### src/rtl/hex_scan.sv
// hex_scan: multiplexed hexadecimal seven-segment display driver.
// A prescaler and digit index time-share the segment bus across DIGITS
// digits. New values arrive through a valid/ready handshake into a
// pending register and are only shown from a frame boundary, so a frame
// never mixes two values.
// Optional feature: define HEX_SCAN_LZB_EN to blank leading zero digits.
module hex_scan #(
  parameter int DIGITS         = 3,
  parameter int SYS_CLK_FREQ   = 125000000,
  parameter int REFRESH_RATE   = 100,
  parameter int BLANK_TICKS    = 0,
  parameter int SEG_ACTIVE_LOW = 1,
  parameter int EN_ACTIVE_LOW  = 1
) (
  input  logic                  clk,
  input  logic                  reset,
  input  logic [4*DIGITS-1:0]   in_value,
  input  logic [DIGITS-1:0]     in_dp,
  input  logic                  in_valid,
  output logic                  in_ready,
  output logic [7:0]            segments,
  output logic [DIGITS-1:0]     segments_enable,
  output logic                  frame_start
);

  localparam int TPD_RAW = SYS_CLK_FREQ / (REFRESH_RATE * DIGITS);
  localparam int TPD     = (TPD_RAW < 1) ? 1 : TPD_RAW;
  localparam int PW      = (TPD > 1) ? $clog2(TPD) : 1;
  localparam int IW      = (DIGITS > 1) ? $clog2(DIGITS) : 1;

  localparam logic [PW-1:0]     PRESC_LAST = PW'(TPD - 1);
  localparam logic [IW-1:0]     IDX_LAST   = IW'(DIGITS - 1);
  localparam logic [7:0]        SEG_OFF    = (SEG_ACTIVE_LOW != 0) ? 8'hFF : 8'h00;
  localparam logic [DIGITS-1:0] EN_OFF     = (EN_ACTIVE_LOW != 0) ? {DIGITS{1'b1}} : {DIGITS{1'b0}};

  logic [PW-1:0]       presc_q, presc_d;
  logic [IW-1:0]       idx_q, idx_d;
  logic [4*DIGITS-1:0] disp_val_q, disp_val_d;
  logic [DIGITS-1:0]   disp_dp_q, disp_dp_d;
  logic [4*DIGITS-1:0] pend_val_q, pend_val_d;
  logic [DIGITS-1:0]   pend_dp_q, pend_dp_d;
  logic                pend_full_q, pend_full_d;
  logic                ready_q, ready_d;
  logic                fs_q, fs_d;
  logic [7:0]          seg_q, seg_d;
  logic [DIGITS-1:0]   en_q, en_d;
  logic                in_blank;

  // Active-high gfedcba pattern for one hex nibble.
  function automatic logic [6:0] hex_to_seg(input logic [3:0] n);
    case (n)
      4'h0: hex_to_seg = 7'h3F;
      4'h1: hex_to_seg = 7'h06;
      4'h2: hex_to_seg = 7'h5B;
      4'h3: hex_to_seg = 7'h4F;
      4'h4: hex_to_seg = 7'h66;
      4'h5: hex_to_seg = 7'h6D;
      4'h6: hex_to_seg = 7'h7D;
      4'h7: hex_to_seg = 7'h07;
      4'h8: hex_to_seg = 7'h7F;
      4'h9: hex_to_seg = 7'h6F;
      4'hA: hex_to_seg = 7'h77;
      4'hB: hex_to_seg = 7'h7C;
      4'hC: hex_to_seg = 7'h39;
      4'hD: hex_to_seg = 7'h5E;
      4'hE: hex_to_seg = 7'h79;
      default: hex_to_seg = 7'h71;
    endcase
  endfunction

  // Anti-ghost window: with no blanking the comparison is dropped entirely.
  generate
    if (BLANK_TICKS == 0) begin : g_no_blank
      assign in_blank = 1'b0;
    end else begin : g_blank
      localparam logic [PW:0] BLANK_W = (PW + 1)'(BLANK_TICKS);
      assign in_blank = ({1'b0, presc_q} < BLANK_W);
    end
  endgenerate

  // Scan timing and the pending/display handoff at frame boundaries.
  always_comb begin
    logic presc_wrap;
    logic frame_wrap;
    presc_wrap  = (presc_q == PRESC_LAST);
    frame_wrap  = presc_wrap && (idx_q == IDX_LAST);
    presc_d     = presc_wrap ? '0 : presc_q + PW'(1);
    idx_d       = idx_q;
    if (presc_wrap) begin
      idx_d = (idx_q == IDX_LAST) ? '0 : idx_q + IW'(1);
    end
    disp_val_d  = disp_val_q;
    disp_dp_d   = disp_dp_q;
    pend_val_d  = pend_val_q;
    pend_dp_d   = pend_dp_q;
    pend_full_d = pend_full_q;
    if (frame_wrap && pend_full_q) begin
      disp_val_d  = pend_val_q;
      disp_dp_d   = pend_dp_q;
      pend_full_d = 1'b0;
    end else if (in_valid && ready_q) begin
      pend_val_d  = in_value;
      pend_dp_d   = in_dp;
      pend_full_d = 1'b1;
    end
    ready_d = !pend_full_d;
    fs_d    = frame_wrap;
  end

  // Segment and enable patterns for the digit currently being scanned.
  always_comb begin
    logic [3:0] nib;
    logic       dp_bit;
    logic [7:0] seg_raw;
    logic [DIGITS-1:0] en_raw;
`ifdef HEX_SCAN_LZB_EN
    logic upper_zero;
`endif
    nib    = '0;
    dp_bit = 1'b0;
    en_raw = '0;
    for (int i = 0; i < DIGITS; i++) begin
      if (idx_q == IW'(i)) begin
        nib       = disp_val_q[4*i +: 4];
        dp_bit    = disp_dp_q[i];
        en_raw[i] = 1'b1;
      end
    end
    seg_raw = {dp_bit, hex_to_seg(nib)};
`ifdef HEX_SCAN_LZB_EN
    upper_zero = 1'b1;
    for (int i = 0; i < DIGITS; i++) begin
      if ((IW'(i) >= idx_q) && (disp_val_q[4*i +: 4] != 4'h0)) begin
        upper_zero = 1'b0;
      end
    end
    if ((idx_q != '0) && upper_zero) begin
      seg_raw[6:0] = 7'h00;
    end
`endif
    if (in_blank) begin
      en_raw = '0;
    end
    seg_d = (SEG_ACTIVE_LOW != 0) ? ~seg_raw : seg_raw;
    en_d  = (EN_ACTIVE_LOW != 0) ? ~en_raw : en_raw;
  end

  // State and output registers; reset clears contents and idles outputs.
  always_ff @(posedge clk) begin
    if (reset) begin
      presc_q     <= '0;
      idx_q       <= '0;
      disp_val_q  <= '0;
      disp_dp_q   <= '0;
      pend_val_q  <= '0;
      pend_dp_q   <= '0;
      pend_full_q <= 1'b0;
      ready_q     <= 1'b1;
      fs_q        <= 1'b0;
      seg_q       <= SEG_OFF;
      en_q        <= EN_OFF;
    end else begin
      presc_q     <= presc_d;
      idx_q       <= idx_d;
      disp_val_q  <= disp_val_d;
      disp_dp_q   <= disp_dp_d;
      pend_val_q  <= pend_val_d;
      pend_dp_q   <= pend_dp_d;
      pend_full_q <= pend_full_d;
      ready_q     <= ready_d;
      fs_q        <= fs_d;
      seg_q       <= seg_d;
      en_q        <= en_d;
    end
  end

  assign in_ready        = ready_q;
  assign segments        = seg_q;
  assign segments_enable = en_q;
  assign frame_start     = fs_q;

endmodule

### config.mk
export PLATFORM = sky130hd
export DESIGN_NAME = hex_scan
export DESIGN_NICKNAME = d
export VERILOG_FILES = /design/src/rtl/hex_scan.sv
export SDC_FILE = /design/constraint.sdc
export NUM_CORES = 1
export LEC_CHECK = 0
export ABC_AREA = 1
export ABC_CLOCK_PERIOD_IN_PS = 1750
export CORE_MARGIN = 2
export CORE_UTILIZATION = 35
export DETAILED_ROUTE_END_ITERATION = 8
export GPL_TIMING_DRIVEN = 0
export SLEW_MARGIN = 5
export SYNTH_ARGS = -nofsm -noshare
export SYNTH_HDL_FRONTEND = slang
export SYNTH_SLANG_ARGS = --single-unit
### constraint.sdc
create_clock -name clk -period 1.75 [get_ports clk]
set_clock_uncertainty 0.1 [all_clocks]
set_input_delay 0.35 -clock clk [delete_from_list [all_inputs] [get_ports clk]]
set_output_delay 0.35 -clock clk [all_outputs]
set_load 0.005 [all_outputs]
==> results of run 1 <==
-- cell families (layout without fill, tap and decap cells) --
logic type / Yosys count / count (layout) / share of synthesized area, %
xor gates and xnor gates: 7 / 7 / 2.04
buffers and inverters: 75 / 124 / 10.5
DFF: 65 / 65 / 43.3
AOI/OAI and AO/OA: 41 / 41 / 7.41
and+or+nand+nor: 240 / 240 / 33.4
adders and majority gates: 8 / 8 / 3.33
-- area by class of cell --
type | instances | area share (%)
multi-input combinational | 296 | 39.5
timing repair buffer | 33 | 8.51
sequential | 65 | 34.6
tap | 105 | 3.46
buffer | 15 | 2.64
clock inverter | 5 | 1.45
inverter | 60 | 6.07
clock buffer | 11 | 3.73
-- cells in the final DEF, fill, tap and decap left out, types with 5 or more instances in the layout --
master and count:
sky130_fd_sc_hd__a21oi_1 25, sky130_fd_sc_hd__buf_4 7, sky130_fd_sc_hd__clkbuf_8 10, sky130_fd_sc_hd__clkdlybuf4s50_1 30, sky130_fd_sc_hd__dfxtp_1 62, sky130_fd_sc_hd__ha_1 5
sky130_fd_sc_hd__inv_1 55, sky130_fd_sc_hd__nand2_1 98, sky130_fd_sc_hd__nand3_1 35, sky130_fd_sc_hd__nand4_1 7, sky130_fd_sc_hd__nor2_1 73, sky130_fd_sc_hd__nor2_4 6
sky130_fd_sc_hd__nor3_1 6, sky130_fd_sc_hd__o21ai_1 5, sky130_fd_sc_hd__xor2_1 7
-- flip-flops by register name (all words and copies together) (netlist names) --
name and cells:
disp_dp_q 3, disp_val_q 12, frame_start 1, idx_q 2
in_ready 1, pend_dp_q 3, pend_full_q 1, pend_val_q 12
presc_q 19, segments 8, segments_enable 3
-- through the flow --
stage | worst slack (ns) | util, %
after floorplan | 0.0655 | -
final | 0.0936 | 45.9
after CTS | 0.00768 | 44.6
after global placement | -0.451 | 41.6
after global routing | -0.0349 | 45.9
after detailed placement | -0.472 | 41.6
-- worst max path at each step --
stage	endpoint	slack, ns	cells after the start
finish	segments[3]	0.09	8
detailed placement	segments[1]	-0.47	5
global route	segments[4]	-0.03	10
CTS	segments[4]	0.008	10
floorplan	segments[3]	0.07	8
global placement	segments[1]	-0.45	5
-- power breakdown --
group	leakage, nW	internal (mW)	switching, mW
sequential	0.533	1.52	0.0263
clock	0.0953	0.692	0.577
combinational	0.978	0.0996	0.0944
-- critical path, stage by stage (launching register included) --
cell	delay, ns
sky130_fd_sc_hd__dfxtp_4	0.38
sky130_fd_sc_hd__inv_6	0.08
sky130_fd_sc_hd__nand2_4	0.05
sky130_fd_sc_hd__o211ai_1	0.27
sky130_fd_sc_hd__inv_2	0.14
sky130_fd_sc_hd__ha_4	0.29
sky130_fd_sc_hd__a21oi_2	0.05
sky130_fd_sc_hd__o21ai_1	0.09
sky130_fd_sc_hd__nand3_1	0.09
-- metal layers --
metal  share of wire (%)  GRT usage, %  up-vias
met3                 4.5          4.55       12
met5                   0             0        -
met1                  48          18.7     1208
met4                 1.9          5.42        0
met2                  45          22.8       57
li1                    -             -     1449
-- synthesized netlist by cell type, drive strengths merged --
| cell | instances | area [um^2] |
|---|---|---|
| nand2 | 103 | 389 |
| nor2 | 82 | 313 |
| dfxtp | 65 | 1300 |
| inv | 60 | 225 |
| nand3 | 37 | 190 |
| a21oi | 26 | 130 |
| buf | 8 | 63.8 |
| ha | 8 | 100 |
| clkbuf | 7 | 26.3 |
| nand4 | 7 | 43.8 |
| nor3 | 7 | 40.0 |
| o21ai | 7 | 35.0 |
| xor2 | 7 | 61.3 |
| o211ai | 3 | 22.5 |
| a22oi | 2 | 15.0 |
| a31oi | 2 | 12.5 |
| or2 | 2 | 12.5 |
| nand3b | 1 | 7.51 |
| nor3b | 1 | 7.51 |
| o31ai | 1 | 7.51 |
-- repair_timing --
item / in CTS / in global routing
setup endpoints to repair: 52 / 51
hold buffers: 0 / 0
gates resized for setup: 18 / 36
pin swaps: 2 / 6
buffers inserted: 1 / 2
==> impl_metrics.yaml, run 1 <==
sta:
  rsz_0062_raised_after_global_routing: "yes"
  layout_worst_path_cycle_share_pct: 94.7
  setup-violations-final: 0
  worst_slew_pin_slew_ns: 0.435
  fin_setup_tns_ns: 0
  drv_slew: 0
  fin_crit_ns: 1.66
  timing.slew.headroom_pct: 71.0
  timing.fmax_ghz: 0.604
  hold_violations: 0
  holdWs_ns: 0.374
placement:
  placedInstanceArea_mm2: 0.00344
  place_hpwl_um: 4730
  placement.io_buffers: 30
  gp_congestion: 0.890
  post-place-cells: 571
hold_path:
  worstHoldPathType: "reg -> reg"
  worstHoldStart: "presc_q[18]"
  worstHoldPathCells: 2
  worstHoldEndpoint: "presc_q[18]"
power:
  power_mw: 3.01
  worst_ir_drop_vdd_mv: 0.374
  power_leakage_nw: 1.61
  power_per_cell_area_mw_per_mm2: 794
setup_path:
  critical_path_arrival_ns: 1.78
  critical_path_required_ns: 1.87
  end_kind: "flop"
  startpoint: "idx_q[0]"
  reg2reg_from: "idx_q[0]"
  path_max_fanout: 5
  worstSetupStartpointType: "flop"
  worst_r2r_path_depth: 8
  path_class: "reg -> reg"
  r2r_setup_slack_ns: 0.09
  worst_r2r_endpoint: "segments[3]"
routing:
  wirelength_um: 6480
  vias: 2726
  dr.first_iter.drc_count: 97
  detailedRoute.firstPassIterationCount: 4
  vias_per_cell: 4.62
  ant_nets: 0
  route.detailed.wl_per_inst_um: 11.0
  drc: 0
logic_synthesis:
  ys_seq_elements: 65
  syn-mean-instance-area_um2: 6.89
  yosysSeqAreaShare_pct: 43.3
  syn_area_mm2: 0.00300
  synth_warnings: 0
  synth_cells: 436
  netlist-cell-type-count: 28
  synth_fp_nets: 462
clock_tree:
  ctsRootBufferMaster: "sky130_fd_sc_hd__clkbuf_8"
  path_clk_slew_ns: 0.07
  cts.path.max_buffers: 2
  htree_levels: 3
  tritoncts_num_sinks: 65
  tritoncts: "built"
  worstSkewPairLatency_ns: 0.34
  cts_made_buffers: 9
cells_and_area:
  insertedDiodeCount: 0
  fin_cells: 590
  postLayoutCellArea_mm2: 0.00379
  final_net_count: 506
  multi_input_comb_area_mm2: 0.00150
  layout.filler_cells: 889
  flow.area_growth_from_synthesis_pct: 26.2
  register_area_mm2: 0.00131
  drive_gt1_share_pct: 12.4
run_status:
  outcome: "complete, no violations"
grt:
  grt_antenna_before_repair: 0
  grt_first_pass_wirelength_um: 11100
  global_route.usage.total_pct: 14.5
  grt_max_degree: 12
  via_count_of_the_first_global_routing_pass: 2465
  globalRoute.totalOverflow: 0
die:
  core_region_area_mm2: 0.00826
  die_x_um: 96.6
  top_level_ports: 31
  overall_die_height_um: 96.6
  starting_density_of_the_core_pct: 36.4
  row_count: 33
  die_area_mm2: 0.00934
run:
  max_cap_viol_count: 0
(Power assumes the default switching activity.)
==> run 2: changes to the inputs <==
--- a/config.mk
+++ b/config.mk
@@ -11,6 +11,7 @@
 export CORE_UTILIZATION = 35
 export DETAILED_ROUTE_END_ITERATION = 8
 export GPL_TIMING_DRIVEN = 0
+export PLACE_DENSITY = 0.67
 export SLEW_MARGIN = 5
 export SYNTH_ARGS = -nofsm -noshare
 export SYNTH_HDL_FRONTEND = slang
==> run 2 against run 1 <==
Sequential share of layout area is 0.17 points higher. Total power is 2.5% lower. Register-to-register slack hardly changed. Flip-flop and latch count is the same. Core utilization decreased by 0.18 points. Combinational power up 2%. Critical path type unchanged.
==> impl_metrics.yaml, run 2 (same netlist as run 1, synthesis figures left out) <==
cells_and_area:
  register_area_mm2: 0.00131
  flow.area_growth_from_synthesis_pct: 25.7
  reg.largest.list: "presc_q: 19 flops, disp_val_q: 12 flops, pend_val_q: 12 flops"
  top_register: "presc_q"
  drive_gt1_share_pct: 12.3
  layout.filler_cells: 865
  fin_cells: 594
  most-common-layout-cells: "sky130_fd_sc_hd__nand2_1 (99), sky130_fd_sc_hd__nor2_1 (74), sky130_fd_sc_hd__dfxtp_1 (61), sky130_fd_sc_hd__inv_1 (56), sky130_fd_sc_hd__nand3_1 (35)"
  final_common_cell: "sky130_fd_sc_hd__nand2_1"
  insertedDiodeCount: 0
  largest_register_ffs: 19
  final_net_count: 510
  multi_input_comb_area_mm2: 0.00146
routing:
  vias_per_cell: 4.45
  vias: 2644
  detailedRoute.firstPassIterationCount: 5
  wirelength_um: 6210
  routed-wl-met3_um: 220
  ant_nets: 0
  dr.first_iter.drc_count: 108
  drc: 0
  top_layer_used: "met4"
  dr_wl_met2_um: 2740
  route.detailed.wl_per_inst_um: 10.4
  met1Wirelength_um: 3200
die:
  overall_die_height_um: 96.6
  die_area_mm2: 0.00934
  die_x_um: 96.6
  core_region_area_mm2: 0.00826
  top_level_ports: 31
  row_count: 33
  starting_density_of_the_core_pct: 36.4
grt:
  grt_max_degree: 12
  via_count_of_the_first_global_routing_pass: 2417
  grt_first_pass_wirelength_um: 10500
  globalRoute.totalOverflow: 0
  global_route.usage.total_pct: 13.3
  grt_antenna_before_repair: 0
clock_tree:
  ctsRootBufferMaster: "sky130_fd_sc_hd__clkbuf_8"
  htree_levels: 3
  cts.path.max_buffers: 2
  tritoncts: "built"
  cts.hold.buffers_added: 0
  path_clk_slew_ns: 0.07
  tritoncts_num_sinks: 65
  cts_made_buffers: 9
  worstSkewPairLatency_ns: 0.33
sta:
  drv_slew: 0
  fin_setup_tns_ns: 0
  timing.slew.headroom_pct: 71.1
  hold_violations: 0
  layout_worst_path_cycle_share_pct: 94.7
  worst_slew_pin_slew_ns: 0.433
  setup-violations-final: 0
  fin_crit_ns: 1.66
  timing.fmax_ghz: 0.603
hold_path:
  worstHoldStart: "presc_q[0]"
  worstHoldPathType: "reg -> reg"
  worstHoldEndpoint: "presc_q[0]"
  worstHoldPathCells: 1
setup_path:
  worstSetupStartpointType: "flop"
  critical_path_arrival_ns: 1.77
  worst_r2r_path_depth: 10
  worst_r2r_endpoint: "segments[3]"
  reg2reg_from: "idx_q[0]"
  critical_path_required_ns: 1.87
  end_kind: "flop"
  r2r_setup_slack_ns: 0.09
  path_class: "reg -> reg"
  path_max_fanout: 4
run_status:
  outcome: "complete, no violations"
placement:
  post-place-cells: 571
  place_hpwl_um: 4550
  gp_congestion: 0.897
  placement.io_buffers: 30
power:
  power_per_cell_area_mw_per_mm2: 777
  power_mw: 2.94
  worst_ir_drop_vdd_mv: 0.323
  power_leakage_nw: 1.63
run:
  max_cap_viol_count: 0
## run 2: changes by cell type in the layout (fill, tap and decap cells not counted), sizes merged
cell	change
buf	+4
bufinv	-1
clkbuf	+1
clkinv	+1
clkinvlp	-1
## run 2: area by class of cell
type                            count  area share, %
Buffer                             15           2.65
Multi-Input combinational cell    296           38.7
Clock buffer                       12           4.37
Timing Repair Buffer               37           9.34
Tap cell                          105           3.48
Clock inverter                      4          0.696
Inverter                           60           6.03
Sequential cell                    65           34.8
## run 2: power breakdown
part	internal, mW	switching, mW
combinational	0.102	0.0957
sequential	1.52	0.0266
clock	0.628	0.561
## run 2: worst max path at each step
stage                           from            end  cells past startpoint  slack [ns]
after floorplan             idx_q[1]    segments[3]                      8        0.07
after global placement         reset    segments[1]                      5       -0.42
after detailed placement       reset    segments[2]                      5       -0.45
after CTS                 presc_q[0]  pend_val_q[1]                      7       0.004
after global routing        idx_q[0]    segments[3]                     10       -0.02
final                       idx_q[0]    segments[3]                     10        0.09
## run 2: metrics by stage
step	setup WS [ns]	util (%)	instance area, um^2	hold slack (ns)
4_1_cts	0.00390	44.6	3680	0.386
3_5_place_dp	-0.454	41.6	3440	0.369
5_1_grt	-0.0171	45.7	3780	0.403
6_report	0.0925	45.7	3780	0.380
3_3_place_gp	-0.422	41.6	3440	0.358
2_1_floorplan	0.0655	-	3000	0.346
## run 2: critical path: stages (launching register included)
cell and delay (ns):
sky130_fd_sc_hd__dfxtp_4 0.40, sky130_fd_sc_hd__inv_4 0.06, sky130_fd_sc_hd__nand2_2 0.09, sky130_fd_sc_hd__o211ai_1 0.09
sky130_fd_sc_hd__buf_4 0.15, sky130_fd_sc_hd__buf_4 0.14, sky130_fd_sc_hd__ha_1 0.19, sky130_fd_sc_hd__inv_1 0.07
sky130_fd_sc_hd__nand2_2 0.07, sky130_fd_sc_hd__o211ai_1 0.11, sky130_fd_sc_hd__nand3_1 0.09
## run 2: repair_timing
action	4_1_cts	5_1_grt
gates resized for setup	22	20
setup endpoints to repair	52	51
setup buffers	2	5
pin swaps	1	4
## run 2: routing by layer
metal / vias to the layer above / GRT usage [%]
li1: 1456 / -
met1: 1132 / 17.4
met2: 52 / 21.5
met3: 4 / 2.82
met4: 0 / 5.42
met5: - / 0
==> run 3: changes to the inputs <==
--- a/config.mk
+++ b/config.mk
@@ -7,11 +7,13 @@
 export LEC_CHECK = 0
 export ABC_AREA = 1
 export ABC_CLOCK_PERIOD_IN_PS = 1750
+export CAP_MARGIN = 20
 export CORE_MARGIN = 2
 export CORE_UTILIZATION = 35
 export DETAILED_ROUTE_END_ITERATION = 8
+export DONT_BUFFER_PORTS = 1
 export GPL_TIMING_DRIVEN = 0
-export PLACE_DENSITY = 0.67
+export PLACE_DENSITY = 0.62
 export SLEW_MARGIN = 5
 export SYNTH_ARGS = -nofsm -noshare
 export SYNTH_HDL_FRONTEND = slang
==> run 3 against run 2 <==
Sequential power is essentially flat. Routed wire length rose by 7.0%. Critical path depth down 2. Worst setup slack got worse by 0.043 ns. Cell count down 5.4%. Highest routed layer unchanged. Non-clock buffer count down 31. Via count is 2.5% lower. Clock-buffer cell count is 1 lower. First-iteration DRC count decreased by 24%. Register-to-register slack worse by 0.04 ns. Clock power decreased by 8%.
==> impl_metrics.yaml, run 3 (same netlist as run 1, synthesis figures left out) <==
clock_tree:
  ctsRootBufferMaster: "sky130_fd_sc_hd__clkbuf_8"
  worstSkewPairLatency_ns: 0.33
  cts.path.max_buffers: 2
  cts.hold.buffers_added: 0
  cts_made_buffers: 9
  tritoncts_num_sinks: 65
  tritoncts: "built"
  htree_levels: 3
  path_clk_slew_ns: 0.07
grt:
  grt_antenna_before_repair: 0
  via_count_of_the_first_global_routing_pass: 2472
  globalRoute.totalOverflow: 0
  grt_first_pass_wirelength_um: 11200
  global_route.usage.total_pct: 14.4
  grt_max_degree: 11
setup_path:
  reg2reg_from: "idx_q[0]"
  r2r_setup_slack_ns: 0.05
  path_class: "reg -> reg"
  path_max_fanout: 5
  slowest_stage: "sky130_fd_sc_hd__dfxtp_4"
  end_kind: "flop"
  critical_path_required_ns: 1.85
  worstSetupStartpointType: "flop"
  critical_path_arrival_ns: 1.80
  cp_cell_sequence: "inv_4 > nand2_4 > o211ai_1 > inv_2 > ha_4 > a21oi_1 > o21ai_0 > nand3_1"
  startpoint: "idx_q[0]"
  slowest_delay_ns: 0.38
  worst_r2r_path_depth: 8
  worst_r2r_endpoint: "segments[3]"
  timing.critical_path.to: "segments[3]"
placement:
  placement.io_buffers: 0
  place_hpwl_um: 4660
  gp_congestion: 0.911
  worst_slack_at_placement_ns: -0.217
routing:
  detailedRoute.firstPassIterationCount: 4
  drc: 0
  dr.first_iter.drc_count: 82
  wirelength_um: 6640
  vias: 2578
  vias_per_cell: 4.59
  ant_nets: 0
  route.detailed.wl_per_inst_um: 11.8
cells_and_area:
  final_common_cell: "sky130_fd_sc_hd__nand2_1"
  layout.filler_cells: 880
  final_net_count: 479
  top_register: "presc_q"
  insertedDiodeCount: 0
  final_core_utilization_pct: 42.0
  most-common-layout-cells: "sky130_fd_sc_hd__nand2_1 (100), sky130_fd_sc_hd__nor2_1 (74), sky130_fd_sc_hd__dfxtp_1 (61), sky130_fd_sc_hd__inv_1 (56), sky130_fd_sc_hd__nand3_1 (35)"
  largest_register_ffs: 19
  drive_gt1_share_pct: 12.0
  flow.area_growth_from_synthesis_pct: 15.4
  reg.largest.list: "presc_q: 19 flops, disp_val_q: 12 flops, pend_val_q: 12 flops"
power:
  worst_ir_drop_vdd_mv: 0.348
  power_per_cell_area_mw_per_mm2: 801
  power_leakage_nw: 1.49
sta:
  drv_slew: 0
  worst_slew_pin_slew_ns: 0.449
  final.setup.worst_slack_ns: 0.0491
  timing.slew.headroom_pct: 70.1
  timing.fmax_ghz: 0.588
  layout_worst_path_cycle_share_pct: 97.2
  fin_crit_ns: 1.70
  fin_setup_tns_ns: 0
  rsz_0062_raised_after_global_routing: "yes"
  setup-violations-final: 0
  hold_violations: 0
run:
  max_cap_viol_count: 0
die:
  starting_density_of_the_core_pct: 36.4
  row_count: 33
  top_level_ports: 31
  core_region_area_mm2: 0.00826
  overall_die_height_um: 96.6
  die_area_mm2: 0.00934
  die_x_um: 96.6
hold_path:
  worstHoldPathType: "in -> reg"
run_status:
  outcome: "complete, no violations"
## run 3: cell count changes in the layout (fill, tap and decap cells not counted), sizes merged
| cell | before | now |
|---|---|---|
| buf | 15 | 14 |
| clkbuf | 19 | 18 |
| clkdlybuf4s50 | 30 | 0 |
| clkinv | 3 | 4 |
| clkinvlp | 1 | 0 |
## run 3: cell type report
cell class                      instances  area, um^2  share of cell area [%]
Multi-Input combinational cell        296        1480                    42.7
Sequential cell                        65        1310                    37.9
Inverter                               60         230                    6.64
Clock buffer                           11         141                    4.08
Tap cell                              105         131                    3.79
Buffer                                 15         105                    3.03
Timing Repair Buffer                    6        45.0                    1.30
Clock inverter                          4        20.0                   0.577
## run 3: layer usage
layer	GRT usage, %	wire length, um
met2	22.1	2960
met4	4.01	90
met5	0	0
met1	19.6	3260
met3	4.34	328
## run 3: what timing repair did
| action | CTS | global route |
|---|---|---|
| pin swaps | 2 | 5 |
| setup endpoints to repair | 52 | 48 |
| gates resized for setup | 14 | 29 |
| endpoints found under the hold margin | 0 | 0 |
| gates cloned | 0 | 0 |
| buffers inserted | 1 | 5 |
## run 3: worst min path at each step
stage / end / slack [ns] / depth (start not counted) / start
floorplan: segments[7] / 0.35 / 1 / disp_dp_q[2]
CTS: segments[6] / 0.007 / 2 / reset
finish: segments[6] / 0.03 / 2 / reset
global route: segments[6] / 0.02 / 2 / reset
global placement: presc_q[18] / 0.36 / 2 / presc_q[18]
detailed placement: segments[6] / 0.36 / 2 / reset
## run 3: per-stage QoR
stage / std cells / power, mW / instance area, um^2 / hold slack, ns
final: 562 / 2.78 / 3470 / 0.0273
after global placement: 541 / 1.72 / 3140 / 0.360
after detailed placement: 541 / 1.72 / 3140 / 0.364
after floorplan: 436 / 1.69 / 3000 / 0.346
after CTS: 557 / 2.82 / 3340 / 0.00737
after global routing: 562 / 2.92 / 3470 / 0.0158
## run 3: power breakdown
part / internal, mW / switching (mW) / total [mW]
Sequential: 1.52 / 0.0294 / 1.55
Combinational: 0.0524 / 0.0843 / 0.137
Clock: 0.535 / 0.551 / 1.09
## run 3: worst max-delay path, delay by kind of cell, from the launching register on
family / cells / cell delay (ns)
compound gates: 3 / 0.43
fa+ha+maj: 1 / 0.29
flops: 1 / 0.38
buf+inv: 2 / 0.22
simple gates: 2 / 0.15
